[config.mk]
export PLATFORM = sky130hd
export DESIGN_NAME = ias_word_adder_seq
export DESIGN_NICKNAME = d
export VERILOG_FILES = /design/src/rtl/ias_alu_pkg.sv /design/src/rtl/adder_slice.sv /design/src/rtl/full_adder_cell.sv /design/src/rtl/ias_word_adder_seq.sv
export SDC_FILE = /design/constraint.sdc
export NUM_CORES = 1
export LEC_CHECK = 0
export BUFFER_PORTS_ARGS = -buffer_cell sky130_fd_sc_hd__buf_2
export CAP_MARGIN = 20
export CORE_ASPECT_RATIO = 0.75
export CORE_MARGIN = 5
export CORE_UTILIZATION = 50
export DETAILED_ROUTE_END_ITERATION = 8
export PLACE_DENSITY = 0.79
export REMOVE_ABC_BUFFERS = 1
export SLEW_MARGIN = 20
export SYNTH_ARGS = -nofsm -noshare
export SYNTH_HDL_FRONTEND = slang
export SYNTH_SLANG_ARGS = --single-unit
[constraint.sdc]
create_clock -name clk -period 11.75 [get_ports clk]
set_input_delay 0.5875 -clock clk [delete_from_list [all_inputs] [get_ports clk]]
set_output_delay 0.5875 -clock clk [all_outputs]
set_load 0.01 [all_outputs]
[src/rtl/ias_alu_pkg.sv]
// Shared constants and FSM encoding for the IAS ALU word adder.
package ias_alu_pkg;

  localparam int WORD_W  = 40;
  localparam int SLICE_W = 8;
  localparam int NSLICE  = WORD_W / SLICE_W;
  localparam int IDX_W   = $clog2(NSLICE);

  typedef enum logic [1:0] {
    IDLE = 2'd0,
    RUN  = 2'd1,
    DONE = 2'd2
  } state_e;

endpackage

[src/rtl/adder_slice.sv]
// W-bit combinational ripple adder; the one arithmetic slice reused for every byte step.
module adder_slice #(
  parameter int W = 8
) (
  input  logic [W-1:0] a,
  input  logic [W-1:0] b,
  input  logic         cin,
  output logic [W-1:0] sum,
  output logic         cout
);

  logic [W:0] c;

  assign c[0] = cin;
  assign cout = c[W];

  for (genvar i = 0; i < W; i++) begin : g_cell
    full_adder_cell u_fa (
      .a   (a[i]),
      .b   (b[i]),
      .cin (c[i]),
      .sum (sum[i]),
      .cout(c[i+1])
    );
  end

endmodule

[src/rtl/full_adder_cell.sv]
// One-bit full adder, the basic cell of the shared slice adder.
module full_adder_cell (
  input  logic a,
  input  logic b,
  input  logic cin,
  output logic sum,
  output logic cout
);

  assign sum  = a ^ b ^ cin;
  assign cout = (a & b) | (cin & (a ^ b));

endmodule

[src/rtl/ias_word_adder_seq.sv]
// Byte-serial 40-bit add/subtract: one SLICE_W-bit step per clock, LSB slice first,
// carry held in a register between steps.
module ias_word_adder_seq #(
  parameter int WORD_W  = ias_alu_pkg::WORD_W,
  parameter int SLICE_W = ias_alu_pkg::SLICE_W
) (
  input  logic                clk,
  input  logic                rst_n,
  input  logic                start,
  input  logic                sub,
  input  logic [WORD_W-1:0]   op_a,
  input  logic [WORD_W-1:0]   op_b,
  output logic                busy,
  output logic                done,
  output logic [WORD_W-1:0]   result,
  output logic                carry_out,
  output logic                overflow,
  output ias_alu_pkg::state_e dbg_state
);

  localparam int NSLICE = WORD_W / SLICE_W;
  localparam int IDX_W  = (NSLICE > 1) ? $clog2(NSLICE) : 1;
  localparam logic [IDX_W-1:0] LAST_IDX = IDX_W'(NSLICE - 1);

  import ias_alu_pkg::*;

  // Handshake: start is sampled only in IDLE (operands and sub captured on that edge);
  // busy is high in RUN and DONE; done pulses for the single DONE cycle, after which
  // result/carry_out/overflow hold until the next operation overwrites them.

  state_e                         state_q, state_d;
  logic [IDX_W-1:0]               idx_q;
  logic                           carry_q;
  logic [NSLICE-1:0][SLICE_W-1:0] a_q, b_q, res_q;
  logic [SLICE_W-1:0]             sl_sum;
  logic                           sl_cout;
  logic                           last_step;

  adder_slice #(.W(SLICE_W)) u_slice (
    .a   (a_q[idx_q]),
    .b   (b_q[idx_q]),
    .cin (carry_q),
    .sum (sl_sum),
    .cout(sl_cout)
  );

  assign last_step = (idx_q == LAST_IDX);

  always_comb begin
    state_d = state_q;
    case (state_q)
      IDLE:    if (start) state_d = RUN;
      RUN:     if (last_step) state_d = DONE;
      DONE:    state_d = IDLE;
      default: state_d = IDLE;
    endcase
  end

  always_ff @(posedge clk or negedge rst_n) begin
    if (!rst_n) state_q <= IDLE;
    else        state_q <= state_d;
  end

  always_ff @(posedge clk or negedge rst_n) begin
    if (!rst_n) begin
      a_q       <= '0;
      b_q       <= '0;
      res_q     <= '0;
      idx_q     <= '0;
      carry_q   <= 1'b0;
      carry_out <= 1'b0;
      overflow  <= 1'b0;
    end else if (state_q == IDLE && start) begin
      // Subtract as A + ~B + 1: the +1 enters as the initial carry.
      a_q     <= op_a;
      b_q     <= sub ? ~op_b : op_b;
      carry_q <= sub;
      idx_q   <= '0;
    end else if (state_q == RUN) begin
      res_q[idx_q] <= sl_sum;
      carry_q      <= sl_cout;
      idx_q        <= idx_q + 1'b1;
      if (last_step) begin
        carry_out <= sl_cout;
        overflow  <= (a_q[NSLICE-1][SLICE_W-1] == b_q[NSLICE-1][SLICE_W-1]) &&
                     (sl_sum[SLICE_W-1] != a_q[NSLICE-1][SLICE_W-1]);
      end
    end
  end

  assign busy      = (state_q != IDLE);
  assign done      = (state_q == DONE);
  assign result    = res_q;
  assign dbg_state = state_q;

endmodule

Word-level counts from Yosys, hierarchy flattened
Index checks and enable logic that the tools add are counted.
- flip-flop bits (word level): 128
- bits of input ports: 84
- output and inout port bits: 46
- logic and storage cells: 96
- add/sub/neg operators: 1
- $lt $le $gt $ge: 2
- equal/unequal tests: 7
- multiplexer cells: 15
- bitwise logic cells: 42
- reduce and logical (&&, ||, !) cells: 9
- operator list (kind ; count):
    8-bit binary-select mux with 3-bit select ; 2
    40-bit bitwise mux ; 1
    40-bit two-way mux ; 1
    40-bit inverter ; 1
    8-bit demux with 3-bit select ; 1
    8-bit two-way mux ; 3
    1-bit bitwise AND ; 16
    1-bit XOR ; 16
    1-bit OR ; 8
    3-bit two-way mux ; 2
    3-bit by 4-bit < comparator with 1-bit output, second input constant ; 1
    2-bit two-way mux ; 2
    2-bit != test, second input constant ; 2
    2-bit case mux with 2 select lines ; 1
    2-bit AND reduction ; 2
    2-bit nonzero test ; 2
    3-bit by 1-bit adder with 3-bit output, second input constant ; 1
    3-bit equality test, second input constant ; 1
    3-bit by 1-bit greater-or-equal comparator with 1-bit output, second input constant ; 1
    1-bit logical AND ; 3
    3-bit AND reduction ; 1
    2-bit by 1-bit equality test with 1-bit output, second input constant ; 1
    2-bit equality test, second input constant ; 1
    2-bit zero test ; 1
    other kinds (4) ; 5

Longest topological paths before layout
- depth in word-level cells: 21
- mapped depth: 19
- gate-level depth less buffers: 17

Hierarchy
Synthesis repeated with hierarchy kept, for this count alone.
- cell total of the unflattened synthesis: 469
- area, all modules: 5999.5 µm²
- modules (own cells, without submodules) (module ; times used ; cells an instance ; area an instance (µm²) ; seq. area each (µm²)):
    ias_word_adder_seq ; 1 ; 461 ; 5839.4 ; 3203.1
    full_adder_cell ; 8 ; 1 ; 20.0 ; 0.0

Least setup slack after synthesis
Ideal clock, no wire load.
- kind: register -> register
- start: register idx_q[2]
- end: register overflow
- setup time: 130 ps
- arrival: 4475 ps
- data required time: 11620 ps
- slack: 7145 ps
- cell stages (with the launch flop): 18
- buffers on the path: 1
- clock period less this slack: 4605 ps
- cells stage by stage: dfrtp_1 > buf_6 > mux2_2 > a221o_1 > fa_1 > fa_1 > fa_1 > fa_1 > fa_1 > inv_1 > fa_1 > inv_1 > fa_1 > inv_1 > fa_1 > and3_1 > nor2_1 > o21ai_0
- word-level cells in the longest chain between the ends: 20
- elaborated cells between the ends (all ways): 38
- classes of those cells: eq/ne (2); mux (4); bitwise (30); reduce/logical (2)
- RTL lines (item ; line ; text):
    start, declared ; ias_word_adder_seq.sv:32 ; logic [IDX_W-1:0] idx_q;
    start signal, assigned ; ias_word_adder_seq.sv:82 ; idx_q <= idx_q + 1'b1;
    8-bit binary-select mux with 3-bit select (on tied branches) ; ias_word_adder_seq.sv:40, ias_word_adder_seq.sv:41 ;
    8-bit two-way mux (on tied branches) ; ias_word_adder_seq.sv:40, ias_word_adder_seq.sv:41 ;
    1-bit XOR ; full_adder_cell.sv:11 ; assign cout = (a & b) | (cin & (a ^ b));
    1-bit bitwise AND ; full_adder_cell.sv:11 ;
    1-bit OR ; full_adder_cell.sv:11 ;
    1-bit bitwise AND ; full_adder_cell.sv:11 ;
    1-bit OR ; full_adder_cell.sv:11 ;
    1-bit bitwise AND ; full_adder_cell.sv:11 ;
    [... 4 more ...] ; n/a ;
    1-bit OR ; full_adder_cell.sv:11 ;
    1-bit bitwise AND ; full_adder_cell.sv:11 ;
    1-bit OR ; full_adder_cell.sv:11 ;
    1-bit bitwise AND ; full_adder_cell.sv:11 ;
    1-bit OR ; full_adder_cell.sv:11 ;
    1-bit XOR ; full_adder_cell.sv:10 ; assign sum = a ^ b ^ cin;
    1-bit != test ; ias_word_adder_seq.sv:86 ; (sl_sum[SLICE_W-1] != a_q[NSLICE-1][SLICE_W-1]);
    1-bit logical AND ; ias_word_adder_seq.sv:85 ; overflow <= (a_q[NSLICE-1][SLICE_W-1] == b_q[NSLICE-1][SLICE_W-1]) &&
    end signal, assigned ; ias_word_adder_seq.sv:85 ;
    end, declared ; ias_word_adder_seq.sv:17 ; output logic overflow,
Parallel ways exist; a longest one is shown, timed or not. The select of a mux whose other input is x is not followed.
A chain may end at the register's enable or synchronous reset.

Worst setup path after layout
- start: register idx_q[0]
- end: register overflow
The elaborated chain is that of the path after synthesis.

==> impl_summary.log <==
INFO  metric worst_pin_slew = slightly above 1 ns
INFO  metric cts.reportedPaths.clkPinSlew = roughly 0.060 ns
INFO  metric largest_area_contributor_in_the_synthesized_netlist = sky130_fd_sc_hd__dfrtp_1
INFO  metric grt_setup_unrepaired = no
INFO  metric max-clock-path-buffers = 2
INFO  metric boundaryPins = 130
INFO  metric netlist_instances = 483
INFO  metric hpwlAfterDp = between 10000 and 15000 µm
INFO  metric worst_skew_pair.late_latency = 0.41 ns
INFO  metric grt_first_pass_wirelength = 22890 µm
INFO  metric vias_per_cell = around 5.4
INFO  metric required = roughly 12 ns
INFO  metric worst_slew_margin_rel = between 30% and 40%
INFO  metric post-route-period-util = 47.49%
INFO  metric post_synth_xor_area_fraction = a little under 6%
INFO  metric leakagePower = 3.376 nW
INFO  metric place.port_buffers = around 130
INFO  metric grt_antenna_before_repair = 0
INFO  metric yosys_most_used_dff = sky130_fd_sc_hd__dfrtp_1
INFO  metric path_cells = buf_4 -> nor2_1 -> a221o_1 -> fa_1 -> fa_1 -> fa_1 -> fa_1 -> fa_1 -> inv_1 -> fa_1 -> inv_1 -> fa_1 -> inv_1 -> fa_1 -> and3_1 -> nor2_1 -> o21ai_0
INFO  metric first_global_vias = between 4000 and 5000
INFO  metric fmax = about 0.18 GHz
INFO  metric netlist_area = approximately 0.0060 mm²
INFO  metric globalplace.congestion = between 0.8 and 0.9
INFO  metric cap_viol_max_count = 0
INFO  metric insertedDiodeCount = 0
INFO  metric route.antenna.remaining_nets = 0
INFO  metric setup_viol = 0
INFO  metric largest_family_of_logic_cells_by_synthesized_area = multiplexers
INFO  metric run_status = finished, final reports clean
INFO  metric worst_hold_path_type = in -> async
INFO  metric cts_setup_buffers = 0
INFO  metric drt_iter0_drc = approximately 320
INFO  metric fin_crit = approximately 5.6 ns
INFO  metric post_synth_most_frequent_cells = 128 x sky130_fd_sc_hd__dfrtp_1, 84 x sky130_fd_sc_hd__mux2_2, 54 x sky130_fd_sc_hd__nor2_1
INFO  metric numCtsBuffers = 17
INFO  metric yosys_register_bits = 128
INFO  metric maxSlewViolCount = 0
INFO  metric layout.cells.non_filler = just under 800
INFO  metric arrival = 5.86 ns
INFO  metric cts-root-buf = sky130_fd_sc_hd__clkbuf_16
INFO  metric detailroute.via_count = 4194
INFO  metric final.setup.tns = 0 ns
INFO  metric synth_sequential_area_ratio = ~53%
INFO  metric max_stage_delay = 0.73 ns
INFO  metric cp_common_cell = sky130_fd_sc_hd__fa_1
INFO  metric residual_drc = 0
INFO  metric synth_most_common_cell = sky130_fd_sc_hd__dfrtp_1
INFO  metric pwr_density_cell = between 300 and 400 mW/mm²
INFO  metric synth_async_sr_flop_share = 100.0%
INFO  metric grt_start_max_net_pins = 70
INFO  metric postRouteWirelength = around 14000 µm
INFO  metric ff2ff_setup_slack = 6.17 ns
INFO  metric critPathTopFamily = adder cells
INFO  metric worst-r2r-cell-count = 17
INFO  metric distinct_cell_type_count_of_the_synthesized_netlist = 33
INFO  metric area_growth_syn_to_layout = 22.87%
INFO  metric cts_max_level = 4
INFO  metric worst-path-max-fanout = 19
INFO  metric clock-sinks = between 100 and 150
INFO  metric crit_type = reg -> reg
INFO  metric num_rows = 34
INFO  metric worstReg2RegStart = idx_q[0]$_DFFE_PN0P_
INFO  metric worstReg2RegEnd = overflow$_DFFE_PN0P_
INFO  metric nets = about 700
INFO  metric core_area = roughly 0.012 mm²
INFO  metric synth.avg_cell_area = approximately 12 µm²
INFO  metric die_y = 105.0 µm
INFO  metric synth-edff-count = 0
INFO  metric initial_utilization = between 50% and 60%
INFO  metric power.ir.vdd_worst = roughly 0.19 mV
INFO  metric globalRouteTotalUtil = approximately a fifth
INFO  metric synth_adder_area_share = a little over 3%
INFO  metric post_route_cells_drive_above_1_share = a little over two fifths
INFO  metric dr.pass1.iters = 5
INFO  metric endpoint_kind = register
INFO  metric cts_tree = yes
INFO  metric ctsHoldBuffers = 0
INFO  metric final_core_utilization = between 60% and 70%
INFO  metric drt-wirelength-per-cell = between 15 and 20 µm
INFO  metric synthDominantCellAreaShare = between 50% and 60%
INFO  metric globalRouteOverflowTotal = 0
INFO  metric placed_cells = 748
INFO  metric synth.mux.area_fraction = roughly a fifth
INFO  metric dieWidth = between 100 and 150 µm
INFO  metric crit_slowest_cell = sky130_fd_sc_hd__dfrtp_1
INFO  metric sum_of_buffers_and_inverters_on_the_critical_path = 4
INFO  metric yosys-top-cells-area = sky130_fd_sc_hd__dfrtp_1 53%, sky130_fd_sc_hd__mux2_2 16%, sky130_fd_sc_hd__xnor2_1 5.8%
INFO  metric worst_setup_path_start_kind = register
INFO  metric cts.repair.resized = 0
INFO  metric die_area = 0.01435 mm²
INFO  metric yosys.area_share.simple = 6.134%
INFO  metric timing.clock.skew = ~0.008 ns
INFO  metric synth.yosys.warnings = 0
INFO  metric synth_compound_area_share = under 10%
INFO  metric hold_viol_final = 0
-- worst register-to-register path, delay by kind of cell (launching register included) --
family	cells	cell delay, ns
buffers and inverters	4	0.61
AND/OR/NAND/NOR	3	0.61
flip-flops	1	0.73
AO/OA/AOI/OAI	2	0.48
adder cells (fa/ha/maj)	8	3.04
-- cells in the final DEF, fill, tap and decap left out, types with 2 or more instances in the layout --
cell                           n
sky130_fd_sc_hd__fa_1          8
sky130_fd_sc_hd__inv_1        16
sky130_fd_sc_hd__clkinvlp_4    3
sky130_fd_sc_hd__xnor2_1      40
sky130_fd_sc_hd__ha_1          2
sky130_fd_sc_hd__o32ai_1       4
sky130_fd_sc_hd__nor2b_1       2
sky130_fd_sc_hd__o21ai_0       5
sky130_fd_sc_hd__clkinv_2      2
sky130_fd_sc_hd__nor2_1       54
sky130_fd_sc_hd__clkbuf_16    17
sky130_fd_sc_hd__buf_4         7
sky130_fd_sc_hd__mux2i_1      30
sky130_fd_sc_hd__a221o_1      11
sky130_fd_sc_hd__nand2b_1      2
sky130_fd_sc_hd__dfrtp_1     128
sky130_fd_sc_hd__mux2_2       84
sky130_fd_sc_hd__bufinv_16     5
sky130_fd_sc_hd__a22o_1        2
sky130_fd_sc_hd__nand3_2       3
sky130_fd_sc_hd__buf_2       127
sky130_fd_sc_hd__nand2_1       5
sky130_fd_sc_hd__a21oi_1      44
sky130_fd_sc_hd__clkbuf_8      3
sky130_fd_sc_hd__nor3b_4       2
-- state kept, by name, indices dropped and copies added, names as in the netlist --
| register | count |
|---|---|
| a_q | 40 |
| idx_q | 3 |
| result | 40 |
| b_q | 40 |
| overflow | 1 |
| dbg_state | 2 |
| carry_out | 1 |
| carry_q | 1 |
-- report_power, final --
| part | leakage (nW) | switching [W] | internal (W) |
|---|---|---|---|
| logic | 1.57 | 0.000602 | 0.000532 |
| registers | 1.49 | 0.000157 | 0.000670 |
| clock network | 0.311 | 0.000188 | 0.000391 |
| total | 3.38 | 0.000948 | 0.00159 |
-- per-layer routing --
| layer | GRT usage, % | vias to the layer above | part of all wire, % |
|---|---|---|---|
| li1 | - | 1910 | - |
| met1 | 28.99 | 2088 | 44 |
| met2 | 31.05 | 173 | 47 |
| met3 | 5.716 | 23 | 7.5 |
| met4 | 6.619 | 0 | 1.4 |
| met5 | 0 | - | 0 |
-- per-stage QoR --
stage          worst slack [ns]  power (W)  hold WS [ns]  cell area [µm²]
5_1_grt                   5.867   0.002708        0.2928             7393
4_1_cts                   6.184   0.002554        0.2604             7391
6_report                  6.170   0.002542        0.2402             7393
2_1_floorplan             6.431   0.001564        0.2919             5843
3_3_place_gp              6.402   0.001878        0.4694             6738
3_5_place_dp              6.195   0.001956        0.4855             6738
-- worst max path at each step --
stage,start,end,slack [ns],cells past startpoint
2_1_floorplan,idx_q[0]$_DFFE_PN0P_,overflow$_DFFE_PN0P_,6.43,16
3_3_place_gp,idx_q[0]$_DFFE_PN0P_,overflow$_DFFE_PN0P_,6.40,17
3_5_place_dp,idx_q[0]$_DFFE_PN0P_,overflow$_DFFE_PN0P_,6.20,17
4_1_cts,idx_q[0]$_DFFE_PN0P_,overflow$_DFFE_PN0P_,6.18,17
5_1_grt,idx_q[0]$_DFFE_PN0P_,overflow$_DFFE_PN0P_,5.87,17
6_report,idx_q[0]$_DFFE_PN0P_,overflow$_DFFE_PN0P_,6.17,17
-- logic make-up (layout without fill, tap and decap cells) --
kind of cell | Yosys count | after routing
DFF | 128 | 128
muxes | 114 | 114
and+or+nand+nor | 75 | 75
AOI/OAI and AO/OA | 69 | 69
buffers and inverters | 47 | 181
xor gates and xnor gates | 40 | 40
adders and majority gates | 10 | 10
-- layout make-up --
| cell class | instances | area, µm² |
|---|---|---|
| fill | 900 | 4305 |
| sequential | 128 | 3203 |
| multi-input combinational | 308 | 2586 |
| timing repair buffer | 134 | 688.2 |
| clock buffer | 21 | 470.5 |
| tap | 162 | 202.7 |
| clock inverter | 10 | 182.7 |
| inverter | 16 | 60.06 |
Note: power is estimated with default switching activity, not from simulation.
